<file path="src/rtl/spi_rgb_pkg.sv">
// Shared constants and FSM encoding for the RGB LED driver SPI frame transmitter.
package spi_rgb_pkg;

  localparam int unsigned FRAME_BITS   = 264;
  localparam int unsigned PAYLOAD_BITS = 256;
  localparam int unsigned BANK_BITS    = 8;

  typedef logic [FRAME_BITS-1:0] frame_t;

  typedef enum logic [2:0] {
    StIdle,
    StLead,
    StShift,
    StTrail,
    StGap
  } state_e;

  // Wire order of a frame: bank header first, payload after, both MSB first.
  function automatic frame_t pack_frame(input logic [BANK_BITS-1:0]    bank,
                                        input logic [PAYLOAD_BITS-1:0] data);
    return {bank, data};
  endfunction

endpackage

</file>
<file path="src/rtl/spi_rgb_frame_tx_if.sv">
// Host-mux write port: one-cycle DATA_WRITE_COPY strobe qualifying BANK and DATA.
interface spi_rgb_frame_tx_if;
  import spi_rgb_pkg::*;

  logic [PAYLOAD_BITS-1:0] DATA;
  logic [BANK_BITS-1:0]    BANK;
  logic                    DATA_WRITE_COPY;

  modport master (
    output DATA,
    output BANK,
    output DATA_WRITE_COPY
  );

  modport slave (
    input DATA,
    input BANK,
    input DATA_WRITE_COPY
  );

endinterface

</file>
<file path="src/rtl/spi_rgb_clkdiv.sv">
// Programmable half-period tick generator for SPI masters. While enabled it runs an
// internal low/high phase of half_period_i cycles each, starting low, and strikes rise_o
// (end of a low phase) or fall_o (end of a high phase) on the last cycle of each phase.
module spi_rgb_clkdiv (
  input  logic       CLK,
  input  logic       RESET,
  input  logic       en_i,
  input  logic [7:0] half_period_i,
  output logic       rise_o,
  output logic       fall_o
);

  logic [7:0] cnt_q;
  logic       phase_q;
  logic       wrap;

  assign wrap   = en_i && (cnt_q == half_period_i - 8'd1);
  assign rise_o = wrap && !phase_q;
  assign fall_o = wrap && phase_q;

  // Phase counter; disabling restarts the next run from the start of a low phase.
  always_ff @(posedge CLK) begin
    if (RESET || !en_i) begin
      cnt_q   <= '0;
      phase_q <= 1'b0;
    end else if (wrap) begin
      cnt_q   <= '0;
      phase_q <= ~phase_q;
    end else begin
      cnt_q <= cnt_q + 8'd1;
    end
  end

endmodule

</file>
<file path="src/rtl/spi_rgb_frame_tx.sv">
// Serialises host-mux writes as SPI mode-0 frames (8-bit bank header + 256-bit payload)
// towards the RGB LED driver, with a one-deep pending buffer in front of the shifter.
module spi_rgb_frame_tx
  import spi_rgb_pkg::*;
#(
  parameter int unsigned CLK_DIV = 4,  // SCK half-period in CLK cycles, 1..255
  parameter int unsigned CS_GAP  = 8   // minimum CS_N high time between frames, 1..255
) (
  input  logic               CLK,
  input  logic               RESET,
  spi_rgb_frame_tx_if.slave  host,
  output logic               SPI_SCK,
  output logic               SPI_MOSI,
  output logic               SPI_CS_N,
  output logic               BUSY,
  output logic               BANK_DONE,
  output logic               OVERRUN
);

  state_e      state_q;
  frame_t      pend_q;
  logic        pend_valid_q;
  frame_t      shreg_q;
  logic [8:0]  bit_cnt_q;
  logic [7:0]  gap_cnt_q;
  logic        sck_q;
  logic        mosi_q;
  logic        cs_n_q;
  logic        busy_q;
  logic        done_q;
  logic        ovr_q;

  logic        load;
  logic        div_en;
  logic        div_rise;
  logic        div_fall;

  // The FSM takes the pending entry in the same cycle it sees it in idle.
  assign load   = (state_q == StIdle) && pend_valid_q;
  // The divider runs for exactly the CS-low window; its phases line up with
  // lead, each bit's high/low half and the trailing hold.
  assign div_en = (state_q == StLead) || (state_q == StShift) || (state_q == StTrail);

  spi_rgb_clkdiv u_clkdiv (
    .CLK           (CLK),
    .RESET         (RESET),
    .en_i          (div_en),
    .half_period_i (8'(CLK_DIV)),
    .rise_o        (div_rise),
    .fall_o        (div_fall)
  );

  // Pending buffer: latest write wins; overwrite is flagged unless the entry leaves this cycle.
  always_ff @(posedge CLK) begin
    if (RESET) begin
      pend_q       <= '0;
      pend_valid_q <= 1'b0;
      ovr_q        <= 1'b0;
    end else begin
      ovr_q <= host.DATA_WRITE_COPY && pend_valid_q && !load;
      if (host.DATA_WRITE_COPY) begin
        pend_q       <= pack_frame(host.BANK, host.DATA);
        pend_valid_q <= 1'b1;
      end else if (load) begin
        pend_valid_q <= 1'b0;
      end
    end
  end

  // Frame FSM with registered SPI pins and status.
  always_ff @(posedge CLK) begin
    if (RESET) begin
      state_q   <= StIdle;
      shreg_q   <= '0;
      bit_cnt_q <= '0;
      gap_cnt_q <= '0;
      sck_q     <= 1'b0;
      mosi_q    <= 1'b0;
      cs_n_q    <= 1'b1;
      busy_q    <= 1'b0;
      done_q    <= 1'b0;
    end else begin
      done_q <= 1'b0;
      unique case (state_q)
        StIdle: begin
          if (load) begin
            shreg_q   <= pend_q;
            mosi_q    <= pend_q[FRAME_BITS-1];
            cs_n_q    <= 1'b0;
            busy_q    <= 1'b1;
            bit_cnt_q <= '0;
            state_q   <= StLead;
          end
        end
        StLead: begin
          if (div_rise) begin
            sck_q   <= 1'b1;
            state_q <= StShift;
          end
        end
        StShift: begin
          if (div_rise) begin
            sck_q <= 1'b1;
          end else if (div_fall) begin
            sck_q <= 1'b0;
            // MOSI holds the last bit through the trailing phase.
            if (bit_cnt_q == 9'(FRAME_BITS - 1)) begin
              state_q <= StTrail;
            end else begin
              bit_cnt_q <= bit_cnt_q + 9'd1;
              shreg_q   <= {shreg_q[FRAME_BITS-2:0], 1'b0};
              mosi_q    <= shreg_q[FRAME_BITS-2];
            end
          end
        end
        StTrail: begin
          if (div_rise) begin
            cs_n_q    <= 1'b1;
            mosi_q    <= 1'b0;
            done_q    <= 1'b1;
            gap_cnt_q <= '0;
            state_q   <= StGap;
          end
        end
        StGap: begin
          if (gap_cnt_q == 8'(CS_GAP - 1)) begin
            busy_q  <= 1'b0;
            state_q <= StIdle;
          end else begin
            gap_cnt_q <= gap_cnt_q + 8'd1;
          end
        end
        default: state_q <= StIdle;
      endcase
    end
  end

  assign SPI_SCK   = sck_q;
  assign SPI_MOSI  = mosi_q;
  assign SPI_CS_N  = cs_n_q;
  assign BUSY      = busy_q;
  assign BANK_DONE = done_q;
  assign OVERRUN   = ovr_q;

endmodule

</file>
<file path="src/flat_wrapper.sv">
// flat-port wrapper written by rule: the top's interface ports become plain ports
module spi_rgb_frame_tx_flat import spi_rgb_pkg::*;
#(
  parameter int unsigned CLK_DIV = 4,                                          
  parameter int unsigned CS_GAP  = 8                                                   
)
  (CLK, RESET, SPI_SCK, SPI_MOSI, SPI_CS_N, BUSY, BANK_DONE, OVERRUN, host_DATA, host_BANK, host_DATA_WRITE_COPY);
  spi_rgb_frame_tx_if host_i ();
  input  logic CLK;
  input  logic RESET;
  output logic SPI_SCK;
  output logic SPI_MOSI;
  output logic SPI_CS_N;
  output logic BUSY;
  output logic BANK_DONE;
  output logic OVERRUN;
  input wire logic [$bits(host_i.DATA)-1:0] host_DATA;
  input wire logic [$bits(host_i.BANK)-1:0] host_BANK;
  input wire logic [$bits(host_i.DATA_WRITE_COPY)-1:0] host_DATA_WRITE_COPY;
  assign host_i.DATA = host_DATA;
  assign host_i.BANK = host_BANK;
  assign host_i.DATA_WRITE_COPY = host_DATA_WRITE_COPY;
  spi_rgb_frame_tx #(.CLK_DIV(CLK_DIV), .CS_GAP(CS_GAP)) u_core (.CLK(CLK), .RESET(RESET), .host(host_i), .SPI_SCK(SPI_SCK), .SPI_MOSI(SPI_MOSI), .SPI_CS_N(SPI_CS_N), .BUSY(BUSY), .BANK_DONE(BANK_DONE), .OVERRUN(OVERRUN));
endmodule
</file>
<file path="config.mk">
export PLATFORM = sky130hd
export DESIGN_NAME = spi_rgb_frame_tx_flat
export DESIGN_NICKNAME = d
export VERILOG_FILES = /design/src/rtl/spi_rgb_pkg.sv /design/src/rtl/spi_rgb_frame_tx_if.sv /design/src/rtl/spi_rgb_clkdiv.sv /design/src/rtl/spi_rgb_frame_tx.sv /design/src/flat_wrapper.sv
export SDC_FILE = /design/constraint.sdc
export NUM_CORES = 1
export LEC_CHECK = 0
export CAP_MARGIN = 20
export CORE_MARGIN = 2
export CORE_UTILIZATION = 50
export CTS_BUF_LIST = sky130_fd_sc_hd__clkbuf_16
export CTS_CLUSTER_SIZE = 24
export DETAILED_ROUTE_END_ITERATION = 8
export HOLD_SLACK_MARGIN = 0.06
export PLACE_DENSITY = 0.81
export SLEW_MARGIN = 10
export SYNTH_ARGS = -nofsm -noshare
export SYNTH_HDL_FRONTEND = slang
export SYNTH_SLANG_ARGS = --single-unit
</file>
<file path="constraint.sdc">
create_clock -name CLK -period 2.4 [get_ports CLK]
set_input_delay 0.48 -clock CLK [delete_from_list [all_inputs] [get_ports CLK]]
set_output_delay 0.48 -clock CLK [all_outputs]
set_load 0.01 [all_outputs]
</file>
-- After elaboration in Yosys (flattened, before gate mapping)
Index checks and enable logic that the tools add are counted.
- eq/ne operators: 17
- bitwise operators: 2
- mux-type cells: 38
- add/subtract/negate cells: 3
- reduce and logical (&&, ||, !) cells: 29
- operators by type and width (cell ; count):
    2-to-1 mux 263 bit ; 4
    case mux 263 bit (2 select lines) ; 1
    2-to-1 mux 9 bit ; 4
    2-to-1 mux 3 bit ; 7
    case mux 9 bit (2 select lines) ; 1
    adder 8 x 1 -> 8 bit, second input constant ; 2
    2-to-1 mux 8 bit ; 2
    case mux 8 bit (2 select lines) ; 1
    case mux 3 bit (5 select lines) ; 1
    2-to-1 mux 1 bit ; 13
    AND reduction 3 bit ; 4
    nonzero test 2 bit ; 6
    inequality test 2 x 1 -> 1 bit, second input constant ; 5
    adder 9 x 1 -> 9 bit, second input constant ; 1
    equality test 9 bit, second input constant ; 1
    equality test 8 x 2 -> 1 bit, second input constant ; 1
    equality test 8 x 3 -> 1 bit, second input constant ; 1
    inequality test 2 bit, second input constant ; 4
    AND reduction 7 bit ; 1
    equality test 3 x 2 -> 1 bit, second input constant ; 2
    logical AND 1 bit ; 6
    case mux 1 bit (2 select lines) ; 3
    AND reduction 6 bit ; 1
    AND reduction 5 bit ; 1
    10 further kinds ; 16
- word-level logic and storage cells: 103
- output and inout port bits: 6
- bits in registers: 563

-- Depth between registers and ports, before layout
Gate-level depths: netlist of the first run.
- depth after elaboration: 8
- gate-level depth with buffers: 9

-- Cells and area by module
A second synthesis of the first run with hierarchy kept.
- cell total of the unflattened synthesis: 2323
- area, all modules: 24726.2 µm²
- modules (own cells, without submodules) (module ; instances ; area each (µm²) ; cells each):
    spi_rgb_frame_tx ; 1 ; 24099.4 ; 2249
    spi_rgb_clkdiv ; 1 ; 626.9 ; 74

-- Worst setup path after synthesis of the first run
Ideal clock, no wire load.
- path type: register to register
- from: register u_core.u_clkdiv.cnt_q[0]
- to: register u_core.shreg_q[233]
- arrival time: 2.519 ns
- cell stages (with the launch flop): 8
- buffers on the path: 2
- slack: -0.261 ns
- period minus slack after synthesis: 2.661 ns
- library setup time: 0.142 ns
- path through: dfxtp_1 > ha_1 > or4b_1 > o31a_1 > a2111oi_4 > clkbuf_1 > clkbuf_1 > a311oi_1
- longest elaborated chain between the ends: 5
- elaborated cells on any way between the ends: 7
- those cells by class: eq/ne: 3; reduce/logical: 4
- ends and longest elaborated chain (element ; RTL line ; RTL):
    from (decl) ; spi_rgb_clkdiv.sv:13 ; logic [7:0] cnt_q;
    from (signal assigned) ; spi_rgb_clkdiv.sv:30 ; cnt_q <= cnt_q + 8'd1;
    equality test 8 x 2 -> 1 bit (*) ; spi_rgb_clkdiv.sv:17 ; assign wrap = en_i && (cnt_q == half_period_i - 8'd1);
    logical AND 1 bit (*) ; spi_rgb_clkdiv.sv:17 ;
    logical AND 1 bit, on equally long branches ; spi_rgb_clkdiv.sv:18, spi_rgb_clkdiv.sv:19 ;
    inequality test 2 bit (no source line) / inequality test 2 x 1 -> 1 bit (equally long branches) ; - ;
    AND reduction 5 bit (no source line) (*) ; - ;
    to (signal assigned) ; spi_rgb_frame_tx.sv:87 ; shreg_q <= pend_q;
    to (signal assigned) ; spi_rgb_frame_tx.sv:111 ; shreg_q <= {shreg_q[FRAME_BITS-2:0], 1'b0};
    to (decl) ; spi_rgb_frame_tx.sv:23 ; frame_t shreg_q;
Every way passes the cells marked *; elsewhere a longest branch is shown, timed or not.
A chain may end at the register's enable or synchronous reset.

-- Final worst setup path of the first run
- from: register u_core.u_clkdiv.cnt_q[0]
- to: register u_core.shreg_q[151]
Same word-level chain as after synthesis.

==> flow_summary.rst, run 1 <==
.. list-table::
   :header-rows: 1

   * - Metric
     - Value
   * - Slew of the pin with the lowest slew margin
     - slightly below 0.7 ns
   * - Rel. slew slack
     - 53.9%
   * - Number of design-rule violations left by the first detailed-router iteration
     - 1492
   * - Most used DFF post-synth
     - sky130_fd_sc_hd__dfxtp_1
   * - Final critical delay including setup and external delays
     - 2.57 ns
   * - Nets@finish
     - around 3000
   * - Die boundary width
     - between 200 and 250 um
   * - Detailed-route via count
     - approximately 20000
   * - EDFF count, synth
     - 0
   * - FF+latch count, synth
     - ~560
   * - Max-cap violations
     - 0
   * - Avg Vias per Cell
     - about 5.7
   * - Global-route usage over all layers
     - between 20% and 30%
   * - Clk_skew
     - 0.0195 ns
   * - Overflow left after global routing
     - 0
   * - Fraction of synthesized cell area taken by the top area cell type
     - ~51%
   * - Number of antenna repair diodes
     - 0
   * - Antenna violations before repair
     - 1
   * - Post-place setup slack
     - -0.292 ns
   * - Syn Nets
     - between 2000 and 3000
   * - Number of buffers created by CTS
     - 56
   * - Critical path peak fanout
     - 9
   * - Final std cells w/o fill
     - 3431
   * - DRT antenna net count
     - 0
   * - Die boundary height
     - 214 um
   * - # clock sinks
     - approximately 560
   * - Hold Crit Start
     - RESET
   * - Starting density of the core
     - 50.8%
   * - Crit. Startpoint
     - u_core.u_clkdiv.cnt_q[0]
   * - Wire length of the first global-routing pass
     - ~89000 um
   * - CP max-delay cell
     - sky130_fd_sc_hd__or4b_4
   * - Routed len/inst
     - 17.8 um
   * - Final Worst Setup Slack
     - -0.171 ns
   * - Count of port buffers added during placement
     - 272
   * - Accumulated negative setup slack
     - -12.72 ns
   * - Run status
     - finished, violations left
   * - Max Clk Rate
     - 389 MHz
   * - Reg-to-reg critical path startpoint
     - u_core.u_clkdiv.cnt_q[0]
   * - Post-synth top area cell
     - sky130_fd_sc_hd__dfxtp_1
   * - Pin count of the biggest net entering global routing
     - 105
   * - Proportion of synthesized chip area in sequential cells
     - between 50% and 60%
   * - Part of the cycle the worst path needs
     - 107%
   * - Slowest Stage Delay on Critical Path
     - between 0.4 and 0.5 ns
   * - Violated checks
     - setup timing
   * - Max-slew violation total from the final report
     - 0
   * - Overall Power
     - about 22 mW
   * - Cell leakage power
     - approximately 11 nW
   * - Post-synthesis area per instance
     - approximately 9 um2
   * - Register clock-pin slew on the reported worst setup and hold paths
     - approximately 0.06 ns
   * - CTS H-Tree Depth
     - 2
   * - Area of the mapped netlist
     - around 22000 um2
   * - Crit-path most repeated cell
     - sky130_fd_sc_hd__buf_12
   * - Combinational share of power
     - 12.9%
   * - Ranking of synthesized cells by area
     - sky130_fd_sc_hd__dfxtp_1 51%, sky130_fd_sc_hd__mux2i_1 12%, sky130_fd_sc_hd__a311oi_1 10%
   * - Crit start category
     - flop
   * - Share of the core filled with cells
     - 69.1%
   * - Unrepaired setup endpoints after global routing
     - yes
   * - Cell count after synthesis
     - 2516
   * - Critical path data arrival time
     - 3.07 ns
   * - Bufs and invs on worst path
     - 4
   * - IO Pins
     - 273
   * - Sw frac
     - between 20% and 30%
   * - Worst-case clock buffer depth
     - 3
   * - Root buffer selected by CTS
     - sky130_fd_sc_hd__clkbuf_16
   * - Die Footprint
     - around 46000 um2
   * - Post-synthesis to final-layout area growth
     - 35.9%
   * - FFs w/ async S/R, synth
     - 0%
   * - Net Switching
     - between 5 and 6 mW
   * - Worst min path class
     - input pin to flop
   * - Critical Path, Cell by Cell
     - ha_4, or4b_4, o31a_1, a2111oi_4, buf_4, buf_12, buf_12, clkbuf_16, nor2_1, a311oi_1
   * - Sequential share of power
     - a little under half
   * - TritonCTS clock tree
     - built
   * - Number of cell rows
     - 76
   * - Worst skew pair latency
     - 0.61 ns
   * - Cell class contributing the biggest share of worst-path delay
     - compound AO/OA/AOI/OAI gates
   * - DP Cell Count
     - 3243
   * - Worst vdd ir
     - 0.520 mV
   * - Gp weighted congestion
     - around 0.81
   * - Total Routed Length
     - ~61000 um
   * - Start-to-end type of the worst setup path
     - flop to flop
   * - Power density over the cells
     - a little over 700 nW/um2
   * - CP Data Required Time
     - slightly below 3 ns
   * - Final setup violation count
     - ~230
   * - Detailed Place HPWL
     - 34000 um
   * - Core area
     - roughly 43000 um2
   * - Drt first pass iters
     - 5
   * - Critical Path Sink Type
     - flop
   * - Final number of hold-violating endpoints
     - 0
   * - Number of warnings printed during yosys synthesis
     - 0
   * - Internal power consumption
     - between 15 and 20 mW
   * - Relative contribution of the clock network to total power
     - about two fifths
   * - Vias in the first global route
     - roughly 19000
   * - Share of final-layout standard cells stronger than drive strength 1
     - 13.9%
   * - Distinct cell type count after synthesis
     - 49
   * - Post-route DRC
     - 0
-- area by class of cell --
type                       count  area [um2]
clock inverter                45         332
timing repair buffer         441        5430
fill                        3035       13400
sequential                   563       11300
clock buffer                  57        1430
tap                          585         732
inverter                       7        26.3
multi-input combinational   1733       10700
-- final timing paths --
check | endpoint | slack [ns] | cells past startpoint
setup reg to reg | u_core.shreg_q[151] | -0.17 | 10
hold / removal | u_core.pend_q[211] | 0.32 | 2
hold reg to reg | u_core.shreg_q[67] | 0.47 | 2
setup / recovery | u_core.shreg_q[151] | -0.17 | 10
-- cells by family after synthesis --
group                      synth area share, %
AOI/OAI and AO/OA                         11.8
xor gates and xnor gates                 0.597
adders and majority gates                0.171
buffers and inverters                     3.91
DFF                                       51.2
muxes                                     12.1
and+or+nand+nor                           20.2
-- power by group through the flow --
| stage | registers (mW) | clock network (mW) | logic, mW |
|---|---|---|---|
| after global routing | 10.4 | 8.98 | 3.00 |
| final | 10.3 | 8.50 | 2.79 |
| after global placement | 10.5 | 0 | 1.98 |
| after detailed placement | 10.5 | 0 | 2.07 |
| after CTS | 10.3 | 8.58 | 2.33 |
| after floorplan | 10.4 | 0 | 1.30 |
-- layout by cell type, fill, tap and decap left out, types with 38 or more instances in the layout --
master,n
sky130_fd_sc_hd__nor2_1,493
sky130_fd_sc_hd__buf_4,55
sky130_fd_sc_hd__a311oi_2,76
sky130_fd_sc_hd__a311oi_1,186
sky130_fd_sc_hd__mux2i_1,265
sky130_fd_sc_hd__dfxtp_1,561
sky130_fd_sc_hd__nand2_1,537
sky130_fd_sc_hd__buf_12,38
sky130_fd_sc_hd__clkbuf_16,81
sky130_fd_sc_hd__nor2_2,38
sky130_fd_sc_hd__clkdlybuf4s50_1,270
-- metal layers --
metal | share of wire (%) | GRT usage, %
met3 | 5.9 | 3.30
met5 | 0.018 | 0
met1 | 42 | 30.3
met2 | 50 | 40.7
met4 | 2.7 | 8.67
-- synthesized netlist by cell type, types with 5 or more instances --
library cell and n:
sky130_fd_sc_hd__dfxtp_1 563, sky130_fd_sc_hd__nor2_1 556, sky130_fd_sc_hd__nand2_1 538, sky130_fd_sc_hd__mux2i_1 265, sky130_fd_sc_hd__a311oi_1 262, sky130_fd_sc_hd__clkbuf_1 157, sky130_fd_sc_hd__buf_1 28, sky130_fd_sc_hd__buf_2 28
sky130_fd_sc_hd__nand3_1 12, sky130_fd_sc_hd__o21ai_0 11, sky130_fd_sc_hd__xor2_1 10, sky130_fd_sc_hd__nor3_1 9, sky130_fd_sc_hd__inv_1 6, sky130_fd_sc_hd__xnor2_1 5
-- state kept, by name (all words and copies together) (netlist names) --
register / cells
u_core.SPI_SCK: 1
u_core.state_q: 3
u_core.u_clkdiv.phase_q: 1
u_core.BANK_DONE: 1
u_core.pend_valid_q: 1
u_core.shreg_q: 263
u_core.SPI_MOSI: 1
u_core.bit_cnt_q: 9
u_core.gap_cnt_q: 8
u_core.u_clkdiv.cnt_q: 8
u_core.OVERRUN: 1
u_core.pend_q: 264
u_core.SPI_CS_N: 1
u_core.BUSY: 1
-- repair_timing --
item | 4_1_cts | 5_1_grt
resized for setup | 53 | 194
gates cloned | 16 | 33
setup buffers | 14 | 25
hold buffers | 0 | 0
endpoints found under the setup margin | 263 | 266
pin swaps | 34 | 96
-- through the flow --
step	cell area, um2	hold WS, ns
final	29900	0.315
after global routing	29900	0.328
after CTS	28100	0.288
after detailed placement	25600	0.466
after global placement	25600	0.459
after floorplan	22100	0.428
Power figures use the tool's default switching activity.
==> inputs of run 2 (changes only) <==
- CORE_MARGIN: 2 -> default
- CTS_CLUSTER_SIZE: 24 -> 10
==> flow_summary.rst, run 2 (synthesis results as in run 1) <==
.. list-table::
   :header-rows: 1

   * - Metric
     - Value
   * - Run status
     - finished, violations left
   * - Violated checks
     - setup timing
   * - CP Data Required Time
     - between 2 and 3 ns
   * - Gp weighted congestion
     - around 0.83
   * - IO Pins
     - between 200 and 300
   * - Share of final-layout standard cells stronger than drive strength 1
     - about 14%
   * - Root buffer selected by CTS
     - sky130_fd_sc_hd__clkbuf_16
   * - CTS H-Tree Depth
     - 3
   * - Relative contribution of the clock network to total power
     - around two fifths
   * - Worst skew pair latency
     - 0.58 ns
   * - Starting density of the core
     - between 50% and 60%
   * - DRT antenna net count
     - 0
   * - Global-route usage over all layers
     - 25.1%
   * - Wire length the detailed router placed on met1
     - ~26000 um
   * - Number of antenna repair diodes
     - 0
   * - Combinational share of power
     - between 10% and 20%
   * - Sequential share of power
     - between 40% and 50%
   * - Internal power consumption
     - around 17 mW
   * - Net Switching
     - roughly 5.3 mW
   * - Count of port buffers added during placement
     - around 270
   * - Worst Hold Slack
     - approximately 0.27 ns
   * - Drt first pass iters
     - 6
   * - Post-route DRC
     - 0
   * - Unrepaired setup endpoints after global routing
     - yes
   * - Max Clk Rate
     - roughly 380 MHz
   * - Cell leakage power
     - 11.5 nW
   * - Commonest non-fill, non-tap cells in the layout
     - 561 x sky130_fd_sc_hd__dfxtp_1, 537 x sky130_fd_sc_hd__nand2_1, 475 x sky130_fd_sc_hd__nor2_1
   * - Routed len/inst
     - between 15 and 20 um
   * - Register ranked first by flip-flop count
     - u_core.pend_q
   * - Register clock-pin slew on the reported worst setup and hold paths
     - 0.05 ns
   * - Routed wire length on met2
     - between 20000 and 30000 um
   * - Wire length on met3
     - ~3400 um
   * - Wire length of the first global-routing pass
     - about 92000 um
   * - Overall Power
     - ~22 mW
   * - Final number of hold-violating endpoints
     - 0
   * - Critical Path Sink Type
     - flop
   * - Rel. slew slack
     - ~50%
   * - Number of buffers created by CTS
     - between 60 and 70
   * - # clock sinks
     - roughly 560
   * - Top layer reached by signal wires
     - met4
   * - Overflow left after global routing
     - 0
   * - Clk_skew
     - 0.0295 ns
   * - Final setup violation count
     - 255
   * - Final Worst Setup Slack
     - -0.210 ns
   * - Detailed Place HPWL
     - between 30000 and 40000 um
   * - Flip-flop count of the largest register, all copies and words added
     - between 200 and 300
   * - Die boundary width
     - roughly 210 um
   * - Die boundary height
     - roughly 210 um
   * - Commonest non-fill, non-tap cell in the layout
     - sky130_fd_sc_hd__dfxtp_1
   * - Detailed-route via count
     - approximately 20000
   * - Worst min path class
     - input pin to flop
   * - TritonCTS clock tree
     - built
   * - Max-cap violations
     - 0
   * - Crit start category
     - flop
   * - Start-to-end type of the worst setup path
     - flop to flop
   * - Final critical delay including setup and external delays
     - around 2.6 ns
   * - Max-slew violation total from the final report
     - 0
   * - FILL cells
     - between 2000 and 3000
   * - Sw frac
     - a little under a quarter
   * - Post-synthesis to final-layout area growth
     - 36.2%
   * - Nets@finish
     - 3093
   * - Core area
     - about 43000 um2
   * - Number of design-rule violations left by the first detailed-router iteration
     - around 1500
   * - Die Footprint
     - about 45000 um2
   * - Power density over the cells
     - 732 nW/um2
   * - Slew of the pin with the lowest slew margin
     - roughly 0.77 ns
   * - Antenna violations before repair
     - 0
   * - Registers with the highest flip-flop counts
     - u_core.pend_q (264), u_core.shreg_q (263), u_core.bit_cnt_q (9)
   * - Critical path data arrival time
     - between 3 and 4 ns
   * - Part of the cycle the worst path needs
     - 109%
   * - Worst-case clock buffer depth
     - 3
   * - Pin count of the biggest net entering global routing
     - 160
   * - Critical path peak fanout
     - 12
   * - Avg Vias per Cell
     - ~5.7
   * - Total Routed Length
     - around 60000 um
   * - Number of cell rows
     - 76
   * - Worst vdd ir
     - 0.637 mV
   * - Vias in the first global route
     - approximately 19000
## run 2: changes by cell type in the layout (fill, tap and decap cells not counted), moves of 3 or more
cell	previous run	this run
sky130_fd_sc_hd__clkinv_2	9	0
sky130_fd_sc_hd__buf_8	9	16
sky130_fd_sc_hd__a311oi_2	76	48
sky130_fd_sc_hd__buf_16	18	28
sky130_fd_sc_hd__buf_6	26	13
sky130_fd_sc_hd__nor2_2	38	58
sky130_fd_sc_hd__clkinv_1	13	1
sky130_fd_sc_hd__buf_12	38	42
sky130_fd_sc_hd__buf_4	55	67
sky130_fd_sc_hd__nor2_1	493	475
sky130_fd_sc_hd__inv_1	21	9
sky130_fd_sc_hd__clkbuf_16	81	84
sky130_fd_sc_hd__a311oi_1	186	213
sky130_fd_sc_hd__bufinv_16	5	1
## run 2: path summary, 6_finish.rpt
check,from,to,slack [ns],depth (start not counted)
setup / recovery,u_core.u_clkdiv.cnt_q[1],u_core.shreg_q[41],-0.21,10
hold / removal,RESET,u_core.pend_q[0],0.27,2
setup reg to reg,u_core.u_clkdiv.cnt_q[1],u_core.shreg_q[41],-0.21,10
hold reg to reg,u_core.shreg_q[62],u_core.shreg_q[63],0.47,2
## run 2: routing by layer
| layer | vias up | track usage, % |
|---|---|---|
| li1 | 9244 | - |
| met1 | 9386 | 31.9 |
| met2 | 749 | 42.4 |
| met3 | 143 | 4.01 |
| met4 | 0 | 10.3 |
| met5 | - | 0 |
## run 2: through the flow
step | cells | TNS [ns] | setup WS, ns | cell area, um2 | utilization, %
after floorplan | 2516 | 0 | 0.0264 | 22100 | -
after global placement | 3243 | -0.826 | -0.0376 | 25600 | 59.1
after detailed placement | 3243 | -20.89 | -0.182 | 25600 | 59.1
after CTS | 3391 | -22.65 | -0.164 | 29100 | 67.4
after global routing | 3415 | -44.14 | -0.303 | 30000 | 69.3
final | 3415 | -24.84 | -0.210 | 30000 | 69.3
## run 2: cell type report
class / count / area (um2) / share of cell area (%)
multi-input cells: 1733 / 10500 / 35.2
inverters: 7 / 26.3 / 0.0877
well taps: 585 / 732 / 2.44
clock buffers: 69 / 1730 / 5.76
repair buffers: 452 / 5610 / 18.7
clock inverters: 6 / 58.8 / 0.196
flip-flops and latches: 563 / 11300 / 37.6
## run 2: repair_timing
action	in CTS	in global routing
endpoints found under the setup margin	261	266
hold buffers	0	0
gates cloned	31	15
endpoints found under the hold margin	0	0
pin swaps	96	71
gates resized for setup	136	114
setup buffers	42	21
## run 2: power groups by stage
| stage | Clock, mW | Combinational, mW | Sequential, mW |
|---|---|---|---|
| 2_1_floorplan | 0 | 1.30 | 10.4 |
| 3_3_place_gp | 0 | 1.97 | 10.5 |
| 3_5_place_dp | 0 | 2.06 | 10.5 |
| 4_1_cts | 8.86 | 2.56 | 10.3 |
| 5_1_grt | 9.27 | 3.01 | 10.4 |
| 6_report | 8.77 | 2.80 | 10.4 |
## run 2: worst max-delay path, cell delays in order (launching register included)
cell and delay [ns]:
sky130_fd_sc_hd__dfxtp_2 0.35, sky130_fd_sc_hd__ha_4 0.13, sky130_fd_sc_hd__or4b_4 0.45, sky130_fd_sc_hd__o31a_1 0.30
sky130_fd_sc_hd__a2111oi_4 0.25, sky130_fd_sc_hd__buf_6 0.17, sky130_fd_sc_hd__buf_12 0.17, sky130_fd_sc_hd__buf_12 0.15
sky130_fd_sc_hd__clkbuf_16 0.16, sky130_fd_sc_hd__nor2_1 0.05, sky130_fd_sc_hd__a311oi_1 0.28
==> RTL change: new RTL, flow settings as in run 1 <==
The 5 states of `state_e` get a one-hot encoding in 5 bits.
--- a/src/rtl/spi_rgb_pkg.sv
+++ b/src/rtl/spi_rgb_pkg.sv
@@ -8,10 +8,10 @@
   typedef logic [FRAME_BITS-1:0] frame_t;
 
-  typedef enum logic [2:0] {
-    StIdle,
-    StLead,
-    StShift,
-    StTrail,
-    StGap
+  typedef enum logic [4:0] {
+    StIdle  = 5'b00001,
+    StLead  = 5'b00010,
+    StShift = 5'b00100,
+    StTrail = 5'b01000,
+    StGap   = 5'b10000
   } state_e;
 
Behaviour: same outputs for any inputs over 4 cycles, from zero or initial values and one cycle with RESET high; so few cycles prove little.
==> RTL change against run 1 <==
Synthesized area up 8.8%; wire length fell by 8.2%; count of clock-buffer cells in the layout rose by 2; design area fell by 2.1%; total power is 12% higher; setup slack better by 0.24 ns; global-route usage down 1.4 points; sequential cell count increased by 2; combinational power is 58% higher; highest routed layer unchanged.
==> RTL change: results (changes against run 1) <==
Synth
  • Synth unique cells: 53 (was 49)
  • Seq/Total Area, Yosys: 47.26% (was 51.24%)
  • Syn Inst Count: 2529 (was 2516)
  • Synth cell count leaders: 565 x dfxtp_1, 550 x nor2_1, 540 x nand2_1 (was 563 x dfxtp_1, 556 x nor2_1, 538 x nand2_1)
  • Mapped Nets: 2799 (was 2786)
  • Post-synthesis xor/xnor area fraction: 0.2928% (was 0.5973%)

Clock tree
  • Post-CTS sizing: 3 (was 53)

Timing
  • Period utilization: 97.31% (was 107.1%)
  • Clock Skew: 0.02257 ns (was 0.01948 ns)
  • Max_slew headroom: 57.09% (was 53.88%)

Cells and area
  • Fill count: 3823 (was 3035)
  • Layout cells sized above 1: 15.60% (was 13.95%)
  • Area delta synth->final: 22.21% (was 35.87%)
  • Final nets: 2992 (was 3072)

Setup path
  • Critical R2R Capture: u_core.shreg_q[6]$_SDFFE_PP0P_ (was u_core.shreg_q[151]$_SDFFE_PP0P_)
  • R2r startpoint: u_core.bit_cnt_q[0]$_SDFFE_PP0P_ (was u_core.u_clkdiv.cnt_q[0]$_SDFF_PP0_)
  • R2R cell count: 9 (was 10)
  • Worst reg-to-reg setup slack: 0.06 ns (was -0.17 ns)

Route
  • Met3 WL: 2.144 mm (was 3.578 mm)
  • Metal2 WL: 28.37 mm (was 30.36 mm)
  • DR pass1 iterations: 7 (was 5)
  • M1 WL: 23.88 mm (was 25.39 mm)
  • Via/cell ratio: 5.522 (was 5.713)
  • Drt wl/cell: 16.55 um (was 17.78 um)

GRT
  • Number of global-route vias before repair: 18910 (was 18500)
  • Grt met1 use: 26.80% (was 30.32%)
  • Largest net degree at the start of global routing: 130 (was 105)
  • First-pass GRT wire length: 92.44 mm (was 89.42 mm)
  • GRT met2 Usage: 39.89% (was 40.65%)
  • Initial antenna violation count: 2 (was 1)

Placed design
  • Inst Count DP: 3272 (was 3243)
  • GPL Wtd Cong: 0.8253 (was 0.8122)
  • Dpl ws: -0.1241 ns (was -0.2918 ns)

Status
  • Status: finished, final reports clean (was finished, violations left)

Pwr
  • Pleak: 0.01094 uW (was 0.01148 uW)
  • Worst vdd ir: 0.0006732 V (was 0.0005199 V)

Hold path
  • Hold Path End: u_core.pend_q[226]$_SDFFE_PP0P_ (was u_core.pend_q[211]$_SDFFE_PP0P_)
==> RTL change: changes by cell type after synthesis, moves of 6 or more <==
cell	before	now
or3_1	1	10
clkbuf_1	157	120
a311oi_2	0	250
nor2_1	556	550
buf_6	0	29
a21oi_1	4	16
a311oi_1	262	15
buf_2	28	35
==> RTL change: power by group <==
part	internal (uW)	switching (uW)	total, uW
Clock	5070	3690	8760
Combinational	2100	2330	4420
Sequential	10500	597	11100
Total	17600	6620	24200
==> RTL change: cell type report <==
type	count	share of cell area (%)
inverter	2	0.02567
clock inverter	47	1.245
tap	615	2.631
timing repair buffer	345	12.53
clock buffer	59	5.048
sequential	565	38.68
multi-input combinational	1751	39.83
antenna	1	0.008555
==> RTL change: critical path: stages, from the launching register on <==
cell and delay, ns:
dfxtp_2 0.34, ha_2 0.18, or4b_4 0.52, o2111ai_4 0.24, a211oi_4 0.09, buf_4 0.16
bufbuf_16 0.29, buf_4 0.18, nor2_1 0.13, a311oi_2 0.07
